--- src/rtl/tpu_issue_controller.sv ---
// Instruction fetch/decode/issue controller for the TPU datapath.
// Walks FETCH -> DECODE -> ISSUE for every instruction word. A word is issued
// to its unit only once that unit can accept work. The controller also owns
// the double-buffer selects that SYNC flips.
module tpu_issue_controller #(
  parameter  int ADDR_W = 8,
  parameter  int ARG_W  = 8,
  parameter  int MODE_W = 4,
  localparam int IW     = 6 + 3*ARG_W + 2
) (
  input  logic                 clk,
  input  logic                 rst,
  input  logic                 run,
  input  logic [ADDR_W-1:0]    start_pc,
  output logic [ADDR_W-1:0]    imem_addr,
  input  logic [IW-1:0]        imem_data,
  input  logic                 sys_busy,
  input  logic                 vpu_busy,
  input  logic                 dma_busy,
  input  logic                 wt_fifo_full,
  output logic                 sys_start,
  output logic [ARG_W-1:0]     sys_rows,
  output logic [ARG_W-1:0]     ub_rd_addr,
  output logic                 wt_fifo_wr,
  output logic                 vpu_start,
  output logic [MODE_W-1:0]    vpu_mode,
  output logic                 dma_start,
  output logic                 dma_dir,
  output logic [ARG_W-1:0]     dma_ub_addr,
  output logic [2*ARG_W-1:0]   dma_length,
  output logic [1:0]           dma_elem_sz,
  output logic                 wt_buf_sel,
  output logic                 acc_buf_sel,
  output logic                 pipeline_stall,
  output logic [1:0]           current_stage,
  output logic                 halted,
  output logic [ADDR_W-1:0]    pc,
  output logic                 err_illegal
);

  typedef enum logic [2:0] {
    S_IDLE, S_FETCH, S_DECODE, S_ISSUE, S_HALTED
  } state_e;

  localparam logic [5:0] OP_NOP    = 6'h00;
  localparam logic [5:0] OP_MATMUL = 6'h01;
  localparam logic [5:0] OP_RDW    = 6'h02;
  localparam logic [5:0] OP_VPU    = 6'h03;
  localparam logic [5:0] OP_SYNC   = 6'h04;
  localparam logic [5:0] OP_LOAD   = 6'h05;
  localparam logic [5:0] OP_STORE  = 6'h06;
  localparam logic [5:0] OP_HALT   = 6'h07;

  state_e              state_q, state_d;
  logic [IW-1:0]       ir_q;
  logic [ADDR_W-1:0]   pc_q, imem_addr_q;
  logic                halted_q;
  logic                sys_start_q, wt_fifo_wr_q, vpu_start_q, dma_start_q;
  logic [ARG_W-1:0]    sys_rows_q, ub_rd_addr_q, dma_ub_addr_q;
  logic [MODE_W-1:0]   vpu_mode_q;
  logic                dma_dir_q;
  logic [2*ARG_W-1:0]  dma_length_q;
  logic [1:0]          dma_elem_sz_q;
  logic                wt_buf_sel_q, acc_buf_sel_q;

  // Instruction register fields, MSB first.
  logic [5:0]          opcode;
  logic [ARG_W-1:0]    arg1, arg2, arg3;
  logic [1:0]          flags;
  logic                res_ok;
  logic                illegal;

  assign opcode = ir_q[IW-1 -: 6];
  assign arg1   = ir_q[IW-7 -: ARG_W];
  assign arg2   = ir_q[IW-7-ARG_W -: ARG_W];
  assign arg3   = ir_q[IW-7-2*ARG_W -: ARG_W];
  assign flags  = ir_q[1:0];

  // Decide whether the latched instruction's target unit can accept it now.
  always_comb begin
    // NOTE: every signal written here gets a default first, so no path can
    // leave it unassigned and infer a latch.
    res_ok  = 1'b1;
    illegal = 1'b0;
    case (opcode)
      OP_NOP, OP_HALT:    res_ok = 1'b1;
      OP_MATMUL:          res_ok = !sys_busy;
      OP_RDW:             res_ok = !wt_fifo_full;
      OP_VPU:             res_ok = !vpu_busy;
      OP_LOAD, OP_STORE:  res_ok = !dma_busy;
      OP_SYNC:            res_ok = !sys_busy && !vpu_busy && !dma_busy;
      default:            illegal = 1'b1;
    endcase
  end

  // State register; reset dominates run.
  always_ff @(posedge clk) begin
    // NOTE: sequential state uses non-blocking assignments so every register
    // samples pre-edge values regardless of block ordering.
    if (rst) state_q <= S_IDLE;
    else     state_q <= state_d;
  end

  // Next-state logic: fixed three-cycle walk, holding in ISSUE while stalled.
  always_comb begin
    state_d = state_q;
    case (state_q)
      S_IDLE, S_HALTED: if (run) state_d = S_FETCH;
      S_FETCH:          state_d = S_DECODE;
      S_DECODE:         state_d = S_ISSUE;
      S_ISSUE: begin
        if (res_ok) state_d = (opcode == OP_HALT) ? S_HALTED : S_FETCH;
      end
      default:          state_d = S_IDLE;
    endcase
  end

  // Per-cycle status outputs derived from the current state.
  always_comb begin
    pipeline_stall = 1'b0;
    err_illegal    = 1'b0;
    current_stage  = 2'd0;
    case (state_q)
      S_FETCH:  current_stage = 2'd1;
      S_DECODE: current_stage = 2'd2;
      S_ISSUE: begin
        current_stage  = 2'd3;
        pipeline_stall = !res_ok;
        err_illegal    = illegal;
      end
      default:  current_stage = 2'd0;
    endcase
  end

  // Datapath: PC, fetch address, instruction register, issue pulses, payloads.
  always_ff @(posedge clk) begin
    if (rst) begin
      pc_q          <= '0;
      imem_addr_q   <= '0;
      ir_q          <= '0;
      halted_q      <= 1'b0;
      sys_start_q   <= 1'b0;
      wt_fifo_wr_q  <= 1'b0;
      vpu_start_q   <= 1'b0;
      dma_start_q   <= 1'b0;
      sys_rows_q    <= '0;
      ub_rd_addr_q  <= '0;
      vpu_mode_q    <= '0;
      dma_dir_q     <= 1'b0;
      dma_ub_addr_q <= '0;
      dma_length_q  <= '0;
      dma_elem_sz_q <= '0;
      wt_buf_sel_q  <= 1'b0;
      acc_buf_sel_q <= 1'b0;
    end else begin
      // Start pulses last exactly one cycle unless re-fired below.
      sys_start_q  <= 1'b0;
      wt_fifo_wr_q <= 1'b0;
      vpu_start_q  <= 1'b0;
      dma_start_q  <= 1'b0;
      case (state_q)
        S_IDLE, S_HALTED: begin
          if (run) begin
            pc_q     <= start_pc;
            halted_q <= 1'b0;
          end
        end
        S_FETCH:  imem_addr_q <= pc_q;
        S_DECODE: ir_q        <= imem_data;
        S_ISSUE: begin
          if (res_ok) begin
            case (opcode)
              OP_MATMUL: begin
                sys_start_q  <= 1'b1;
                ub_rd_addr_q <= arg1;
                sys_rows_q   <= arg3;
              end
              OP_RDW:    wt_fifo_wr_q <= 1'b1;
              OP_VPU: begin
                vpu_start_q <= 1'b1;
                vpu_mode_q  <= arg3[MODE_W-1:0];
              end
              OP_LOAD, OP_STORE: begin
                dma_start_q   <= 1'b1;
                dma_dir_q     <= (opcode == OP_STORE);
                dma_ub_addr_q <= arg1;
                dma_length_q  <= {arg2, arg3};
                dma_elem_sz_q <= flags;
              end
              OP_SYNC: begin
                wt_buf_sel_q  <= !wt_buf_sel_q;
                acc_buf_sel_q <= !acc_buf_sel_q;
              end
              OP_HALT:   halted_q <= 1'b1;
              default:   ;
            endcase
            // HALT leaves the PC pointing at itself; everything else advances.
            if (opcode != OP_HALT) pc_q <= pc_q + ADDR_W'(1);
          end
        end
        default: ;
      endcase
    end
  end

  assign imem_addr   = imem_addr_q;
  assign pc          = pc_q;
  assign halted      = halted_q;
  assign sys_start   = sys_start_q;
  assign sys_rows    = sys_rows_q;
  assign ub_rd_addr  = ub_rd_addr_q;
  assign wt_fifo_wr  = wt_fifo_wr_q;
  assign vpu_start   = vpu_start_q;
  assign vpu_mode    = vpu_mode_q;
  assign dma_start   = dma_start_q;
  assign dma_dir     = dma_dir_q;
  assign dma_ub_addr = dma_ub_addr_q;
  assign dma_length  = dma_length_q;
  assign dma_elem_sz = dma_elem_sz_q;
  assign wt_buf_sel  = wt_buf_sel_q;
  assign acc_buf_sel = acc_buf_sel_q;

endmodule

--- config.mk ---
export PLATFORM = sky130hd
export DESIGN_NAME = tpu_issue_controller
export DESIGN_NICKNAME = d
export VERILOG_FILES = /design/src/rtl/tpu_issue_controller.sv
export SDC_FILE = /design/constraint.sdc
export NUM_CORES = 1
export LEC_CHECK = 0
export ABC_AREA = 1
export CELL_PAD_IN_SITES_DETAIL_PLACEMENT = 1
export CELL_PAD_IN_SITES_GLOBAL_PLACEMENT = 1
export CORE_UTILIZATION = 30
export DETAILED_ROUTE_END_ITERATION = 10
export PLACE_DENSITY_LB_ADDON = 0.1
export RECOVER_POWER = 100
export SLEW_MARGIN = 20
export SYNTH_ARGS = -nofsm -noshare
export SYNTH_HDL_FRONTEND = slang
export SYNTH_SLANG_ARGS = --single-unit
--- constraint.sdc ---
create_clock -name clk -period 1.82 [get_ports clk]
set_clock_uncertainty 0.15 [all_clocks]
set_input_delay 0.364 -clock clk [delete_from_list [all_inputs] [get_ports clk]]
set_output_delay 0.364 -clock clk [all_outputs]
set_load 0.05 [all_outputs]
==> reports/results.ini <==
[layout]
insertedDiodeCount=0
areaGrowthSynthToFinish_pct=42.6
fin_cells=897
final_nets=760
layout-drive-gt1-share_pct=25.8
final_cell_mix=nand2_1, dfxtp_1, nor2_1
final_common_cell=nand2_1

[yosys]
async_reset_ff_share_pct=0
ys_seq_area_share_pct=49.4
synth-edff-count=0
ys_ff_latch=105
yosys_most_used_dff=dfxtp_1
synth_area_mm2=0.00426
syn_avg_cell_area_um2=7.51
ys_warn_count=0
ys_types=28
syn_nets=615
synth_cells=567

[grt]
antenna_found_initial=0
grt_pass1_vias=4301
grt_pass1_wl_mm=22.3
gr-total-overflow=0
grt_start_max_net_pins=34
groute.usage.overall_pct=19.6

[clocking]
cts.sink_count=105
cts_tree=yes
clock_path_buffers=2
cts-root-buf=clkbuf_16
cts_buffers=9
clk_latency_ps=350
h-tree-depth=3
hold_buffers=0
clkSlewWorstSetupHoldPaths_ps=70

[sta]
final.period_utilization_pct=117
hold_viol_final=0
hold_slack_ps=294
setup_ws_ps=-312
layout_min_cycle_time_ps=2130
setup_viol=58
rsz0062_at_grt=yes
drv_slew=0
timing.slew.headroom_pct=60.2
fmax_mhz=469
worst_pin_slew_ps=597

[hold_path]
hp-class=reg2reg

[setup_path]
crit_type=reg2out
cpLargestDelayFamily=buffers and inverters
endpoint_kind=output pin
critPathBufInv=6
rrSetupSlack_ps=-200
arrival_ps=1620
cp_slowest_cell=dfxtp_2
max_stage_delay_ps=330
worstPathRequired_ps=1310
crit_chain=nor2_4 -> buf_4 -> buf_6 -> buf_6 -> inv_2 -> o21ai_2 -> inv_2 -> buf_12
cp_max_fo=6
worstSetupStartpointType=register

[outcome]
violations=negative setup slack
outcome=finished, violations left

[drt]
wl_per_cell_um=15.3
viasPerCell=4.81
first_pass_iters=4
antenna_left=0
via_count=4313
wl_mm=13.8
drt_iter0_drc=189
drc=0

[floorplan]
rows=43
initial_utilization_pct=30.7
fp.dieH_um=121
die_area_mm2=0.0147
core_area_mm2=0.0139
fp.dieW_um=121
io_pins=121

[placement]
hpwlAfterDp_mm=9.62
place_congestion=0.761
dpl.cell_count=869
io_buffers=120

[power_and_ir_drop]
p_leak_nw=2.50
power_density_mw_per_mm2=943
peakVddDrop_uv=424

[job]
drv_cap=0

## cells in the mapped netlist (3+ instances only)
master	number	share of area (%)
a21oi_1	63	7.4
buf_2	4	0.47
buf_6	4	1.1
clkbuf_1	21	1.9
dfxtp_1	105	49
inv_1	39	3.4
inv_2	3	0.26
nand2_1	116	10
nand2_2	5	0.73
nand3_1	13	1.5
nand3_4	4	1.6
nand4_1	27	4.0
nor2_1	87	7.7
nor2_2	4	0.59
nor2_4	3	0.79
nor3_1	4	0.47
o21ai_0	51	6.0
## path summary, 6_finish.rpt
kind                                                 from                    endpoint  cells after the start
worst max register to register      ir_q[30]$_SDFFE_PP0P_  ub_rd_addr[5]$_SDFFE_PP0P_                     11
worst max-delay path                ir_q[30]$_SDFFE_PP0P_                 err_illegal                      8
worst min-delay path            imem_addr[5]$_SDFFE_PP0P_   imem_addr[5]$_SDFFE_PP0P_                      2
worst min register to register  imem_addr[5]$_SDFFE_PP0P_   imem_addr[5]$_SDFFE_PP0P_                      2
## cells by family after synthesis
group                    synth area share [%]
flip-flops                               49.4
AND/OR/NAND/NOR                          28.4
AO/OA/AOI/OAI                            13.9
adder cells (fa/ha/maj)                 0.294
XOR/XNOR                                0.411
buffers and inverters                    7.61
## power by group
group | internal (mW) | switching (mW) | total (mW)
sequential | 2.43 | 0.123 | 2.56
combinational | 0.487 | 0.799 | 1.29
clock | 0.950 | 0.936 | 1.89
## area by class of cell
cell class,instances,area [um^2]
Tap cell,180,225
Fill cell,1748,7810
Multi-Input combinational cell,389,1940
Inverter,43,170
Clock buffer,10,229
Clock inverter,6,50.0
Sequential cell,105,2110
Timing Repair Buffer,164,1350
## worst reg2reg max path, stage by stage, from the launching register on
cell	delay [ps]
dfxtp_2	330
nor2_4	210
buf_6	130
nand4_1	90
nand2_2	110
nor2_4	50
buf_4	130
buf_4	130
nand2_4	150
buf_12	180
nand4_1	90
a21oi_1	190
## flip-flops by register name, indices dropped and copies added (netlist names), 2 cells and up
register,cells
ir_q,32
dma_length,16
dma_ub_addr,8
imem_addr,8
pc,8
sys_rows,8
ub_rd_addr,8
vpu_mode,4
state_q,3
dma_elem_sz,2
## through the flow
step	instance area [um^2]	setup TNS (ps)	worst slack (ps)	utilization (%)	power (mW)
3_5_place_dp	5810	-10330	-330	41.8	3.89
3_3_place_gp	5810	-8160	-296	41.8	3.85
2_1_floorplan	4260	0	7.21	-	3.30
6_report	6070	-6500	-312	43.7	5.73
4_1_cts	6220	-2480	-315	44.8	5.85
5_1_grt	6070	-17990	-399	43.7	6.00
## what timing repair did
action / 4_1_cts / 5_1_grt
cloned: 2 / 0
endpoints found under the setup margin: 27 / 67
gates resized for setup: 23 / 31
setup buffers: 6 / 7
pin swaps: 5 / 12
## per-layer routing
| metal | global-route usage (%) | wire length [um] |
|---|---|---|
| met3 | 3.10 | 591 |
| met4 | 7.56 | 244 |
| met2 | 32.8 | 6590 |
| met5 | 0 | 0 |
| met1 | 25.2 | 6350 |
No activity file was read; power rests on OpenSTA's default activity.
==> edit 1, RTL diff (config.mk and constraints unchanged) <==
`ARG_W`: 8 -> 6.
--- a/src/rtl/tpu_issue_controller.sv
+++ b/src/rtl/tpu_issue_controller.sv
@@ -5,5 +5,5 @@
 module tpu_issue_controller #(
   parameter  int ADDR_W = 8,
-  parameter  int ARG_W  = 8,
+  parameter  int ARG_W  = 6,
   parameter  int MODE_W = 4,
   localparam int IW     = 6 + 3*ARG_W + 2
Interface: changed (5 resized); port bits go from 121 to 105. The function was not compared with the original's and may differ.
==> edit 1 against the unedited design <==
The flow still finishes with violations (setup timing). Die area fell by 14%. Total power rose by 13%. Clock power rose by 16%. Wire length fell by 14%. Cell area fell by 11%. Setup slack improved by 1.1 ps. Sequential cell count fell by 16. Synthesized area fell by 14%. Largest cell class unchanged. Largest power group unchanged.
==> edit 1: results (changes against the unedited design) <==
outcome complete, but fails checks; failing checks setup timing; share of async-settable or async-resettable flops after synthesis 0% (unchanged); largest cells by area after synthesis dfxtp_1 49%, nand2_1 9.1%, a21oi_1 8.0%; Post-Syn Instances 488 (-14%); via count of the routed design 3690 (-14%); sequential element share of the synthesized area 48.57% (-0.80 points); number of CTS-inserted buffers 9 (unchanged); depth of the worst register-to-register path 13 (+2); GR met2 Demand/Resource 32.67% (-0.11 points); maximum fanout encountered on the critical timing path 2 (-4); DRC marker count from the first detailed-route iteration 170 (-10%); global-route usage over all layers 19.67% (+0.073 points); number of global-route vias before repair 3808 (-11%); met1 usage 24.97% (-0.22 points); number of failing setup endpoints in the final timing report 9 (-84%); register with the most flip-flops ir_q; net count after synthesis 530 (-14%); met3 track demand over resource 5.346% (+2.2 points); final wirelength 11.84 mm (-14%); clock-pin slew reported for the worst setup and hold paths after clock tree synthesis 60 ps; Crit Reg-Reg Startpoint ir_q[22]; post-layout net count 659 (-13%); placer congestion estimate 0.7714 (+1.4%); flip-flop count of the largest register, all copies and words added 26 (-19%); Top FF cell, synth dfxtp_1; synth cell count leaders 89 x dfxtp_1, 89 x nand2_1, 69 x nor2_1; count of warnings emitted by yosys 0 (unchanged); Max-Slew Margin vs Limit 57.80% (-2.4 points); class of the worst hold path reg -> reg; worst supply voltage drop on vdd 0.7658 mV (+81%); number of filler cells placed in the layout 1437 (-18%); number of port buffers 104 (-13%); CTS Buffer Depth 2 (unchanged); Detail Placement HPWL 8.383 mm (-13%); Min-Delay Path Depth 2 (unchanged); cell total after placement 746 (-14%); Critical R2R Capture pc[1]; CTS Root Buffer Type clkbuf_16; r2r setup slk -30 ps (+170 ps); worst hold slack 294.0 ps (-0.3170 ps); worst path arrival time 1620 ps (about the same); share of layout cells above drive strength 1 24.60% (-1.2 points); Final WS setup -310.5 ps (+1.133 ps); largest net degree at the start of global routing 40 (+18%); cell area after placement 5030 sq um (-13%); wire length of the first global-routing pass 19.40 mm (-13%); minimum setup slack after placement -324.8 ps (+5.069 ps); post-route insts no fill 769 (-14%); leak pwr 2.233 nW (-11%); number of antenna violations at the first check in global routing 0 (unchanged); clock latency on the worst-skew pair 350 ps (about the same); total inserted antenna cells 0 (unchanged); Hold Path End imem_addr[6]; Min-Delay Startpoint imem_addr[6]
edit 1: cell types whose count changed in the layout (fill, tap and decap cells not counted), moves of 3 or more:
| cell | delta |
|---|---|
| a21oi_2 | -5 |
| bufinv_16 | +3 |
| clkbuf_2 | -17 |
| clkdlybuf4s50_1 | -5 |
| dfxtp_1 | -15 |
| dfxtp_2 | -3 |
| inv_1 | +8 |
| nand2_1 | -24 |
| nand2_2 | -8 |
| nand4_1 | -4 |
| nor2_1 | -25 |
edit 1: metrics by stage:
| stage | util (%) | setup TNS [ps] |
|---|---|---|
| 2_1_floorplan | - | 0 |
| 3_3_place_gp | 42.05 | -6559 |
| 3_5_place_dp | 42.05 | -8540 |
| 4_1_cts | 45.94 | -439.9 |
| 5_1_grt | 45.18 | -3459 |
| 6_report | 45.18 | -477.2 |
edit 1: critical path, cell delays in order:
cell	delay, ps
clkdlybuf4s50_1	450
o21ai_1	170
nand2_1	100
nor2_2	140
nor2_4	70
nand3_4	80
clkinvlp_4	100
buf_12	150
edit 1: how the worst max path moves through the flow:
stage	start	end	slack, ps	cells past startpoint
global route	ir_q[25]	pipeline_stall	-390	8
floorplan	state_q[0]	err_illegal	2	6
finish	vpu_busy	pipeline_stall	-310	8
detailed placement	vpu_busy	pc[0]	-320	11
CTS	ir_q[25]	pipeline_stall	-320	8
global placement	vpu_busy	pipeline_stall	-260	8
edit 1: report_power, final:
part | internal [mW] | switching (mW) | leakage, nW | total (mW)
Combinational | 0.716 | 1.22 | 1.33 | 1.93
Sequential | 2.16 | 0.184 | 0.727 | 2.34
Clock | 1.42 | 0.779 | 0.173 | 2.20
Total | 4.30 | 2.18 | 2.23 | 6.48
edit 1: what timing repair did:
action | 4_1_cts | 5_1_grt
hold buffers | 0 | 0
pin swaps | 5 | 9
hold endpoints to repair | 0 | 0
gates cloned | 1 | 0
setup buffers | 4 | 3
setup endpoints to repair | 23 | 52
gates resized for setup | 27 | 23
edit 1: layout make-up:
class / instances / share of cell area (%)
Sequential cell: 89 / 33.23
Tap cell: 147 / 3.404
Inverter: 48 / 3.427
Clock buffer: 12 / 4.746
Multi-Input combinational cell: 326 / 31.16
Clock inverter: 4 / 1.829
Timing Repair Buffer: 143 / 22.20
edit 1: routing by layer:
layer	part of all wire (%)	up-vias
li1	-	1856
met1	46	1760
met2	48	63
met3	4.3	11
met4	1.1	0
met5	0	-
edit 1: cell families (layout without fill, tap and decap cells):
logic type	Yosys count	in the layout	share of synthesized area, %
and+or+nand+nor	207	208	25.58
AOI/OAI and AO/OA	114	114	15.79
DFF	89	89	48.57
buffers and inverters	74	207	9.004
xor gates and xnor gates	3	3	0.7164
adders and majority gates	1	1	0.3410
==> edit 2, RTL diff (config.mk and constraints unchanged) <==
Made on the original files. Encoding of `state_e`: now one-hot (5 bits for 5 states).
--- a/src/rtl/tpu_issue_controller.sv
+++ b/src/rtl/tpu_issue_controller.sv
@@ -39,6 +39,6 @@
 );
 
-  typedef enum logic [2:0] {
-    S_IDLE, S_FETCH, S_DECODE, S_ISSUE, S_HALTED
+  typedef enum logic [4:0] {
+    S_IDLE = 5'b00001, S_FETCH = 5'b00010, S_DECODE = 5'b00100, S_ISSUE = 5'b01000, S_HALTED = 5'b10000
   } state_e;
 
Behaviour: no difference found for any inputs over 4 cycles, from zero or initial values and one cycle with rst high; so few cycles prove little.
==> edit 2 against the unedited design <==
The run still ends with setup timing left. Total power is 11% higher. Synthesized area is 0.32% lower. Synthesized cell count is 0.53% higher. Sequential cell count is 2 higher. Setup slack better by 5.6 ps. Maximum frequency is 0.26% higher. Cell area is 2.8% higher. Wire length is 0.64% lower. Critical path type unchanged.
==> edit 2: results (changes against the unedited design) <==
outcome complete, but fails checks; failing checks setup timing; class of the worst hold path in -> reg; Switching Fraction 30.61% (-1.8 points); placer congestion estimate 0.7549 (-0.79%); Top FF cell, synth dfxtp_1; post-route insts no fill 909 (+1.3%); leak pwr 2.640 nW (+5.4%); Detail Placement HPWL 9.279 mm (-3.5%); largest cells by area after synthesis dfxtp_1 50%, nand2_1 13%, nor2_1 8.0%; number of failing setup endpoints in the final timing report 60 (+3.4%); total inserted antenna cells 0 (unchanged); number of antenna violations at the first check in global routing 0 (unchanged); post-synth cell types 32 (+14%); post-layout net count 773 (+1.7%); Least-Margin Pin Slew 594.6 ps (-2.664 ps); worst supply voltage drop on vdd 0.6426 mV (+52%); Final WS setup -306.1 ps (+5.617 ps); clock power share 35.1% (+2.2 points); Setup Total Neg Slack -6138 ps (+361.8 ps); share of layout cells above drive strength 1 26.75% (+0.95 points); number of global-route vias before repair 4317 (+0.37%); sequential element share of the synthesized area 50.47% (+1.1 points); maximum fanout encountered on the critical timing path 5 (-1); power consumed by combinational cells 1.54 mW (+19%); Post-Syn Instances 570 (+0.53%); global-route usage over all layers 19.34% (-0.26 points); combinational cell fraction of total power 24.2% (+1.8 points); DRC marker count from the first detailed-route iteration 156 (-17%); dominant delay contributor by cell family on the critical path simple AND/OR/NAND/NOR gates; Worst path slowest cell dfxtp_2; wire length of the first global-routing pass 22.04 mm (-0.96%); minimum setup slack after placement -383.3 ps (-53.44 ps); cell area after placement 5799 sq um (-0.15%); cell total after placement 880 (+1.3%); number of CTS-inserted buffers 9 (unchanged); largest net degree at the start of global routing 36 (+5.9%); final wirelength 13.68 mm (-0.64%); number of filler cells placed in the layout 1701 (-2.7%); via-per-instance ratio 4.671 (-2.9%); net count after synthesis 618 (+0.49%); synth cell count leaders 146 x nand2_1, 107 x dfxtp_1, 90 x nor2_1
## edit 2: path summary, 6_finish.rpt
kind,start,slack [ps],to,depth (start not counted)
setup reg to reg,ir_q[31],-240,pc[7],14
hold reg to reg,vpu_mode[0],310,vpu_mode[0],2
hold / removal,rst,300,state_q[3],3
setup / recovery,ir_q[31],-310,pipeline_stall,8
## edit 2: cell type report
type	count	area, sq um	share of cell area [%]
flip-flops and latches	107	2158	34.57
repair buffers	173	1419	22.73
multi-input cells	396	1953	31.28
clock buffers	10	229.0	3.667
clock inverters	5	102.6	1.643
inverters	38	156.4	2.505
well taps	180	225.2	3.607
## edit 2: metal layers
metal  share of wire, %  GRT usage, %  wire [um]
met4                1.5         7.022        208
met3                3.7         3.524        508
met5                  0             0          0
met1                 46         23.66       6297
met2                 49         33.68       6666
## edit 2: worst register-to-register path: stages (launching register included)
cell and delay, ps:
dfxtp_2 340, nor2_4 200, nand3_2 130, nand2_2 80, nand2_2 60, nor2_4 140
nand3_4 90, buf_4 150, buf_6 100, buf_6 110, nand3_4 120, buf_12 130
nand2_1 60, inv_1 60, nor2_1 50
## edit 2: cell families (layout without fill, tap and decap cells)
logic type | count (synthesis) | after routing | share of synthesized area [%]
and+or+nand+nor | 278 | 278 | 28.39
xor gates and xnor gates | 1 | 1 | 0.2064
buffers and inverters | 67 | 226 | 6.721
DFF | 107 | 107 | 50.47
adders and majority gates | 1 | 1 | 0.2948
AOI/OAI and AO/OA | 116 | 116 | 13.91
## edit 2: repair_timing
item | 4_1_cts | 5_1_grt
setup endpoints to repair | 27 | 74
hold buffers | 0 | 0
endpoints found under the hold margin | 0 | 0
resized for setup | 46 | 22
pin swaps | 7 | 9
buffers inserted | 13 | 4
cloned | 1 | 1
